**src/rtl/wide_add_sched_pkg.sv**
```systemverilog
// Shared types and constants for the two-cycle 128-bit add/subtract scheduler.
package wide_add_sched_pkg;

  localparam int unsigned HALF_W = 64;
  localparam int unsigned FULL_W = 128;

  typedef enum logic [1:0] {
    ST_IDLE = 2'd0,
    ST_LO   = 2'd1,
    ST_HI   = 2'd2,
    ST_RESP = 2'd3
  } state_e;

  // Latched operation; b is stored already inverted for subtraction.
  typedef struct packed {
    logic [FULL_W-1:0] a;
    logic [FULL_W-1:0] b;
    logic              sub;
    logic              src;
  } op_t;

  function automatic logic carry_combine(input logic g, input logic p, input logic c);
    return g | (p & c);
  endfunction

endpackage

```
**src/rtl/wide_add_sched_if.sv**
```systemverilog
// Request/response bundle between the two requesters, the consumer and the scheduler.
interface wide_add_sched_if;
  import wide_add_sched_pkg::*;

  logic              req0_valid;
  logic              req0_ready;
  logic [FULL_W-1:0] req0_a;
  logic [FULL_W-1:0] req0_b;
  logic              req0_sub;

  logic              req1_valid;
  logic              req1_ready;
  logic [FULL_W-1:0] req1_a;
  logic [FULL_W-1:0] req1_b;
  logic              req1_sub;

  logic              rsp_valid;
  logic              rsp_ready;
  logic              rsp_src;
  logic [FULL_W-1:0] rsp_sum;
  logic              rsp_cout;
  logic              rsp_ovf;

  modport slave (
    input  req0_valid, req0_a, req0_b, req0_sub,
    output req0_ready,
    input  req1_valid, req1_a, req1_b, req1_sub,
    output req1_ready,
    output rsp_valid, rsp_src, rsp_sum, rsp_cout, rsp_ovf,
    input  rsp_ready
  );

  modport master (
    output req0_valid, req0_a, req0_b, req0_sub,
    input  req0_ready,
    output req1_valid, req1_a, req1_b, req1_sub,
    input  req1_ready,
    input  rsp_valid, rsp_src, rsp_sum, rsp_cout, rsp_ovf,
    output rsp_ready
  );

endinterface

```
**src/rtl/sixtyfourbit_lca.sv**
```systemverilog
// 64-bit lookahead-carry adder slice (parallel-prefix) exporting group generate/propagate.
module sixtyfourbit_lca
  import wide_add_sched_pkg::*;
(
  input  logic [HALF_W-1:0] a,
  input  logic [HALF_W-1:0] b,
  input  logic              c,
  output logic [HALF_W-1:0] s,
  output logic              g,
  output logic              p
);

  logic [HALF_W-1:0] bit_g;
  logic [HALF_W-1:0] bit_p;
  logic [HALF_W-1:0] grp_g;
  logic [HALF_W-1:0] grp_p;

  // Kogge-Stone prefix; walking i downward keeps grp_*[i-d] at the previous level.
  always_comb begin
    bit_g = a & b;
    bit_p = a ^ b;
    grp_g = bit_g;
    grp_p = bit_p;
    s     = '0;
    for (int d = 1; d < int'(HALF_W); d = d * 2) begin
      for (int i = int'(HALF_W) - 1; i >= d; i--) begin
        grp_g[i] = grp_g[i] | (grp_p[i] & grp_g[i-d]);
        grp_p[i] = grp_p[i] & grp_p[i-d];
      end
    end
    s[0] = bit_p[0] ^ c;
    for (int i = 1; i < int'(HALF_W); i++) begin
      s[i] = bit_p[i] ^ (grp_g[i-1] | (grp_p[i-1] & c));
    end
  end

  assign g = grp_g[HALF_W-1];
  assign p = grp_p[HALF_W-1];

endmodule

```
**src/rtl/wide_add_sched.sv**
```systemverilog
// Two-requester scheduler running 128-bit add/sub as low then high passes over one 64-bit adder.
module wide_add_sched
  import wide_add_sched_pkg::*;
#(
  parameter bit RR_EN = 1'b1
) (
  input  logic             clk,
  input  logic             rst,
  wide_add_sched_if.slave  bus
);

  state_e            state_q;
  state_e            state_d;
  op_t               op_q;
  op_t               op_d;
  logic              last_grant_q;
  logic              c64_q;
  logic [HALF_W-1:0] sum_lo_q;

  logic              grant0_c;
  logic              grant1_c;
  logic              rsp_hs_c;
  logic [HALF_W-1:0] add_a_c;
  logic [HALF_W-1:0] add_b_c;
  logic [HALF_W-1:0] add_s_c;
  logic              add_cin_c;
  logic              add_g_c;
  logic              add_p_c;
  logic              add_cout_c;

  // Requester 0 wins unless requester 1 is also pending and it is requester 1's turn.
  assign grant0_c = bus.req0_valid & (~bus.req1_valid | last_grant_q | ~RR_EN);
  assign grant1_c = bus.req1_valid & ~grant0_c;
  assign rsp_hs_c = bus.rsp_valid & bus.rsp_ready;

  assign bus.req0_ready = ~rst & (state_q == ST_IDLE) & grant0_c;
  assign bus.req1_ready = ~rst & (state_q == ST_IDLE) & grant1_c;

  always_ff @(posedge clk) begin
    if (rst) state_q <= ST_IDLE;
    else     state_q <= state_d;
  end

  always_comb begin
    state_d = state_q;
    case (state_q)
      ST_IDLE: if (grant0_c | grant1_c) state_d = ST_LO;
      ST_LO:   state_d = ST_HI;
      ST_HI:   state_d = ST_RESP;
      ST_RESP: if (rsp_hs_c) state_d = ST_IDLE;
      default: state_d = ST_IDLE;
    endcase
  end

  // Capture the granted operation, pre-inverting b for subtraction.
  always_comb begin
    op_d = op_q;
    if (state_q == ST_IDLE && grant0_c) begin
      op_d = '{a: bus.req0_a, b: bus.req0_sub ? ~bus.req0_b : bus.req0_b,
               sub: bus.req0_sub, src: 1'b0};
    end else if (state_q == ST_IDLE && grant1_c) begin
      op_d = '{a: bus.req1_a, b: bus.req1_sub ? ~bus.req1_b : bus.req1_b,
               sub: bus.req1_sub, src: 1'b1};
    end
  end

  // Low half takes cin = sub; high half takes the registered carry out of bit 63.
  always_comb begin
    add_a_c   = op_q.a[HALF_W-1:0];
    add_b_c   = op_q.b[HALF_W-1:0];
    add_cin_c = op_q.sub;
    if (state_q == ST_HI) begin
      add_a_c   = op_q.a[FULL_W-1:HALF_W];
      add_b_c   = op_q.b[FULL_W-1:HALF_W];
      add_cin_c = c64_q;
    end
    add_cout_c = carry_combine(add_g_c, add_p_c, add_cin_c);
  end

  sixtyfourbit_lca u_lca (
    .a (add_a_c),
    .b (add_b_c),
    .c (add_cin_c),
    .s (add_s_c),
    .g (add_g_c),
    .p (add_p_c)
  );

  always_ff @(posedge clk) begin
    if (rst) begin
      op_q          <= '0;
      last_grant_q  <= 1'b1;
      c64_q         <= 1'b0;
      sum_lo_q      <= '0;
      bus.rsp_valid <= 1'b0;
      bus.rsp_src   <= 1'b0;
      bus.rsp_sum   <= '0;
      bus.rsp_cout  <= 1'b0;
      bus.rsp_ovf   <= 1'b0;
    end else begin
      op_q <= op_d;
      case (state_q)
        ST_LO: begin
          sum_lo_q <= add_s_c;
          c64_q    <= add_cout_c;
        end
        ST_HI: begin
          bus.rsp_sum   <= {add_s_c, sum_lo_q};
          bus.rsp_cout  <= add_cout_c;
          bus.rsp_ovf   <= (op_q.a[FULL_W-1] == op_q.b[FULL_W-1]) &
                           (add_s_c[HALF_W-1] != op_q.a[FULL_W-1]);
          bus.rsp_src   <= op_q.src;
          bus.rsp_valid <= 1'b1;
        end
        ST_RESP: begin
          if (rsp_hs_c) begin
            bus.rsp_valid <= 1'b0;
            last_grant_q  <= bus.rsp_src;
          end
        end
        default: ;
      endcase
    end
  end

endmodule

```
**src/flat_wrapper.sv**
```systemverilog
// flat-port wrapper written by rule: the top's interface ports become plain ports
module wide_add_sched_flat import wide_add_sched_pkg::*;
#(
  parameter bit RR_EN = 1'b1
)
  (clk, rst, bus_req0_valid, bus_req0_a, bus_req0_b, bus_req0_sub, bus_req0_ready, bus_req1_valid, bus_req1_a, bus_req1_b, bus_req1_sub, bus_req1_ready, bus_rsp_valid, bus_rsp_src, bus_rsp_sum, bus_rsp_cout, bus_rsp_ovf, bus_rsp_ready);
  wide_add_sched_if bus_i ();
  input  logic clk;
  input  logic rst;
  input wire logic [$bits(bus_i.req0_valid)-1:0] bus_req0_valid;
  input wire logic [$bits(bus_i.req0_a)-1:0] bus_req0_a;
  input wire logic [$bits(bus_i.req0_b)-1:0] bus_req0_b;
  input wire logic [$bits(bus_i.req0_sub)-1:0] bus_req0_sub;
  output wire logic [$bits(bus_i.req0_ready)-1:0] bus_req0_ready;
  input wire logic [$bits(bus_i.req1_valid)-1:0] bus_req1_valid;
  input wire logic [$bits(bus_i.req1_a)-1:0] bus_req1_a;
  input wire logic [$bits(bus_i.req1_b)-1:0] bus_req1_b;
  input wire logic [$bits(bus_i.req1_sub)-1:0] bus_req1_sub;
  output wire logic [$bits(bus_i.req1_ready)-1:0] bus_req1_ready;
  output wire logic [$bits(bus_i.rsp_valid)-1:0] bus_rsp_valid;
  output wire logic [$bits(bus_i.rsp_src)-1:0] bus_rsp_src;
  output wire logic [$bits(bus_i.rsp_sum)-1:0] bus_rsp_sum;
  output wire logic [$bits(bus_i.rsp_cout)-1:0] bus_rsp_cout;
  output wire logic [$bits(bus_i.rsp_ovf)-1:0] bus_rsp_ovf;
  input wire logic [$bits(bus_i.rsp_ready)-1:0] bus_rsp_ready;
  assign bus_i.req0_valid = bus_req0_valid;
  assign bus_i.req0_a = bus_req0_a;
  assign bus_i.req0_b = bus_req0_b;
  assign bus_i.req0_sub = bus_req0_sub;
  assign bus_req0_ready = bus_i.req0_ready;
  assign bus_i.req1_valid = bus_req1_valid;
  assign bus_i.req1_a = bus_req1_a;
  assign bus_i.req1_b = bus_req1_b;
  assign bus_i.req1_sub = bus_req1_sub;
  assign bus_req1_ready = bus_i.req1_ready;
  assign bus_rsp_valid = bus_i.rsp_valid;
  assign bus_rsp_src = bus_i.rsp_src;
  assign bus_rsp_sum = bus_i.rsp_sum;
  assign bus_rsp_cout = bus_i.rsp_cout;
  assign bus_rsp_ovf = bus_i.rsp_ovf;
  assign bus_i.rsp_ready = bus_rsp_ready;
  wide_add_sched #(.RR_EN(RR_EN)) u_core (.clk(clk), .rst(rst), .bus(bus_i));
endmodule
```
**config.mk**
```make
export PLATFORM = sky130hd
export DESIGN_NAME = wide_add_sched_flat
export DESIGN_NICKNAME = d
export VERILOG_FILES = /design/src/rtl/wide_add_sched_pkg.sv /design/src/rtl/wide_add_sched_if.sv /design/src/rtl/sixtyfourbit_lca.sv /design/src/rtl/wide_add_sched.sv /design/src/flat_wrapper.sv
export SDC_FILE = /design/constraint.sdc
export NUM_CORES = 1
export LEC_CHECK = 0
export BUFFER_PORTS_ARGS = -buffer_cell sky130_fd_sc_hd__clkbuf_2
export CAP_MARGIN = 20
export CORE_AREA = 2 2 254 256
export CTS_BUF_LIST = sky130_fd_sc_hd__clkbuf_4
export DETAILED_ROUTE_END_ITERATION = 16
export DIE_AREA = 0 0 256 258
export GPL_TIMING_DRIVEN = 0
export HOLD_SLACK_MARGIN = 0.15
export PLACE_DENSITY = 0.77
export SYNTH_ARGS = -nofsm -noshare
export SYNTH_HDL_FRONTEND = slang
export SYNTH_SLANG_ARGS = --single-unit
```
**constraint.sdc**
```tcl
create_clock -name clk -period 4.8 [get_ports clk]
set_clock_uncertainty 0.2 [all_clocks]
set_input_delay 0.24 -clock clk [delete_from_list [all_inputs] [get_ports clk]]
set_output_delay 0.24 -clock clk [all_outputs]
set_load 0.02 [all_outputs]
```
==> results of run 1 <==
kinds of logic after synthesis:
logic type                 count (synthesis)
adders and majority gates                 69
AOI/OAI and AO/OA                        621
muxes                                    278
and+or+nand+nor                          854
DFF                                      458
buffers and inverters                    258
xor gates and xnor gates                 300
per-stage QoR:
stage	setup slack, ns	utilization	cell area (um2)
3_3_place_gp	-1.29	0.456	29000
3_5_place_dp	-1.34	0.457	29100
2_1_floorplan	0.318	-	24700
==> results.ini, run 1 <==
[status]
status = stopped before the end
lastStage = clock tree synthesis
stop_error = [ERROR RSZ-0060] Max buffer count reached.

[synth]
ys_warn_count = 0
synth_top_family_by_area = compound AO/OA/AOI/OAI gates
synthTopCellsByCount = nor2_1, dfxtp_1, nand2_1
ys_seq_area_frac = 0.371
netlist_area_um2 = 24700
synth_fa_ha_area_frac = 0.0352
synthMuxAreaShare = 0.119
synth_seq_cells = 458
synth_compound_area_frac = 0.186
ys_types = 72
syn_inst = 2838
synth.avg_cell_area_um2 = 8.71
synth_fp_nets = 3426
synth_area_leaders = dfxtp_1, nor2_1, xor2_1
synth_edf_count = 0
yosys.area_share.xor_xnor = 0.106
synthSimpleGateAreaFrac = 0.143
async_reset_ff_frac = 0
synth-main-ff-cell = dfxtp_1
synth_top_area_frac = 0.371
yosys.area.top_type = dfxtp_1
yosysMostFrequentCell = nor2_1

[clock_network]
ctsHoldBuffers = 913
post_cts_buffers = 1
cts.sinks = 458
cts_buffer_depth = 3
h-tree-depth = 3
cts_resized = 50
cts_buffers = 121
root_buffer = clkbuf_4

[die]
dieWidth_um = 256
num_io_pins = 653
start_util = 0.388
rows = 93
die_h_um = 258

[place]
dp_hpwl_um = 92800
gp_congestion = 0.970
dp.cells = 4346
portBuffers = 650

==> run 2, diff against run 1 <==
--- a/config.mk
+++ b/config.mk
@@ -7,13 +7,11 @@
 export LEC_CHECK = 0
 export BUFFER_PORTS_ARGS = -buffer_cell sky130_fd_sc_hd__clkbuf_2
 export CAP_MARGIN = 20
-export CORE_AREA = 2 2 254 256
-export CTS_BUF_LIST = sky130_fd_sc_hd__clkbuf_4
+export CORE_AREA = 2 2 252 254
 export DETAILED_ROUTE_END_ITERATION = 16
-export DIE_AREA = 0 0 256 258
+export DIE_AREA = 0 0 254 256
 export GPL_TIMING_DRIVEN = 0
-export HOLD_SLACK_MARGIN = 0.15
-export PLACE_DENSITY = 0.77
+export PLACE_DENSITY_LB_ADDON = 0.15
 export SYNTH_ARGS = -nofsm -noshare
 export SYNTH_HDL_FRONTEND = slang
 export SYNTH_SLANG_ARGS = --single-unit
==> constraint.sdc (replaced) <==
create_clock -name clk -period 6.2 [get_ports clk]
set_clock_uncertainty 0.2 [all_clocks]
set_input_delay 0.31 -clock clk [delete_from_list [all_inputs] [get_ports clk]]
set_output_delay 0.31 -clock clk [all_outputs]
set_load 0.02 [all_outputs]
==> run 2 against run 1 <==
The run now ends clean. Synthesized cell count unchanged. Synthesized area unchanged.
==> results.ini, run 2 <==
[die]
rows = 92
coreArea_um2 = 62400
die_h_um = 256
start_util = 0.396
die_area_um2 = 65000
num_io_pins = 653
dieWidth_um = 254

[setup_path]
path_max_fanout = 10
crit_required_ns = 6.48
start_kind = register
cp_cell_sequence = inv_1 -> ha_1 -> buf_6 -> clkbuf_1 -> clkbuf_1 -> mux2_2 -> ha_1 -> a21oi_1 -> o21ai_0 -> a31oi_1 -> o21ai_0 -> and2_1 -> o311ai_0 -> nand4_1 -> a41oi_1 -> mux2_2 -> a31o_2
worstSetupEndpointType = register
arrival_ns = 6.25
cp_slowest_cell = clkbuf_1
critPathKind = register to register
critPathMaxStageDelay_ns = 0.68

[sta]
fin_crit_sh = 0.963
fin_crit_ns = 5.97
slew_headroom = 0.124
finalMaxSlewViolations = 0
hold_viol = 0
final.setup.worst_slack_ns = 0.229
setup_viol_count_final = 0
fmax_ghz = 0.167
hold_ws_ns = 0.0208
worstMarginPinSlew_ns = 1.31
tns_ns = 0
rsz0062_at_grt = false

[route]
drt-total-wl_um = 119000
wl_met3_um = 9480
drt-vias-per-instance = 5.52
wl_met1_um = 50000
wl_met2_um = 54200
dr.pass1.iters = 9
num_vias = 27000
drt_iter0_drc = 3013
routedWlPerCell_um = 24.3
drc = 0
top_layer = met5
final_antenna_net_count = 0

[synth]
netlist_area_um2 = 24700
synth.avg_cell_area_um2 = 8.71
synthTopCellsByCount = nor2_1, dfxtp_1, nand2_1
synth_top_area_frac = 0.371
synth_seq_cells = 458
synth_fp_nets = 3426
synth_edf_count = 0
ys_types = 72
ys_seq_area_frac = 0.371
yosysMostFrequentCell = nor2_1
async_reset_ff_frac = 0
ys_warn_count = 0
synth-main-ff-cell = dfxtp_1
syn_inst = 2838
yosys.area.top_type = dfxtp_1
synth_area_leaders = dfxtp_1, nor2_1, xor2_1

[place]
gp_congestion = 0.974
place_ws_ns = 0.274
dp_hpwl_um = 92700
portBuffers = 650
place_area_um2 = 29000

[power_and_ir_drop]
finalPower_mw = 14.9
worst_ir_drop_vdd_mv = 0.220
powerDensity_nw_per_um2 = 423
leakagePower_nw = 15.5

[global_routing]
grt_max_degree = 14
grt_overflow = 0
grt_pass1_vias = 26400
antenna_found_initial = 22
grt_pass1_wl_um = 170000
grt_usage = 0.353

[worst_hold_path]
min_path_type = input pin to register

[final_layout]
largest_register = u_core.op_q
post-route-cell-area_um2 = 35100
reg_top3 = u_core.op_q x258, u_core.bus.rsp_sum x128, u_core.sum_lo_q x64
finalNetCount = 4574
final_common_cell = clkbuf_2
fillers = 5869
largest_register_ff_count = 258
area_growth_pct = 42.2
drive_above_1_share = 0.221
layout_common_cells = clkbuf_2, nor2_1, dfxtp_1, dlygate4sd3_1, nand2_1

[clock_network]
clkSlewWorstSetupHoldPaths_ns = 0.06
root_buffer = clkbuf_16
tritoncts = done
cts_buffer_depth = 3
clk_latency_ns = 0.62
h-tree-depth = 2
cts_buffers = 51
cts.sinks = 458
post_cts_buffers = 0

[status]
status = finished clean

[flow_run]
cap_viol_max_count = 0

run 2: cell counts after synthesis:
No cell type changed its count.
run 2: per-layer routing:
metal  vias up  GRT usage
met5         -          0
met1     12900      0.464
li1      12400          -
met3       275     0.0565
met2      1413      0.572
met4        10      0.144
run 2: logic make-up (layout without fill, tap and decap cells):
group,count (synthesis),after routing,share of synthesized area
simple gates,854,854,0.143
compound gates,621,621,0.186
flops,458,458,0.371
xor+xnor,300,300,0.106
mux,278,278,0.119
buf+inv,258,1444,0.0395
fa+ha+maj,69,69,0.0352
other cells,0,20,0
run 2: final cells by class:
cell class / instances / area [um2] / area share
clock buffer: 75 / 1480 / 0.0420
tap: 846 / 1060 / 0.0301
timing repair buffer: 1095 / 7710 / 0.219
clock inverter: 16 / 131 / 0.00374
antenna: 20 / 50.0 / 0.00142
inverter: 23 / 86.3 / 0.00246
buffer: 235 / 898 / 0.0256
multi-input combinational: 2122 / 14600 / 0.414
sequential: 458 / 9170 / 0.261
run 2: path summary, 6_finish.rpt:
path / from / end / slack (ns) / cells past startpoint
setup / recovery: u_core.state_q[0] / u_core.sum_lo_q[62] / 0.23 / 17
hold / removal: bus_req1_b[18] / u_core.op_q[20] / 0.02 / 5
setup reg to reg: u_core.state_q[0] / u_core.sum_lo_q[62] / 0.23 / 17
hold reg to reg: u_core.bus.rsp_sum[122] / u_core.bus.rsp_sum[122] / 0.27 / 2
run 2: what timing repair did:
item	4_1_cts	5_1_grt
hold endpoints to repair	232	0
gates resized for setup	0	16
setup endpoints to repair	0	11
hold buffers	443	0
run 2: report_power, final:
part / total (mW) / switching, mW / internal [mW]
clock network: 3.00 / 1.30 / 1.69
registers: 4.13 / 0.474 / 3.66
logic: 7.75 / 4.72 / 3.03
total: 14.9 / 6.50 / 8.38
run 2: worst max-delay path: cells and delay by family (launching register included):
kind                       cells  cell delay (ns)
DFF                            1             0.34
muxes                          2             0.88
and+or+nand+nor                2             0.42
AOI/OAI and AO/OA              7             1.90
buffers and inverters          4             1.48
adders and majority gates      2             0.60
run 2: per-stage QoR:
step,cells,util
3_5_place_dp,4336,0.466
6_report,4890,0.563
2_1_floorplan,2838,-
3_3_place_gp,4334,0.465
5_1_grt,4885,0.563
4_1_cts,4870,0.562
Power figures use the tool's default switching activity.
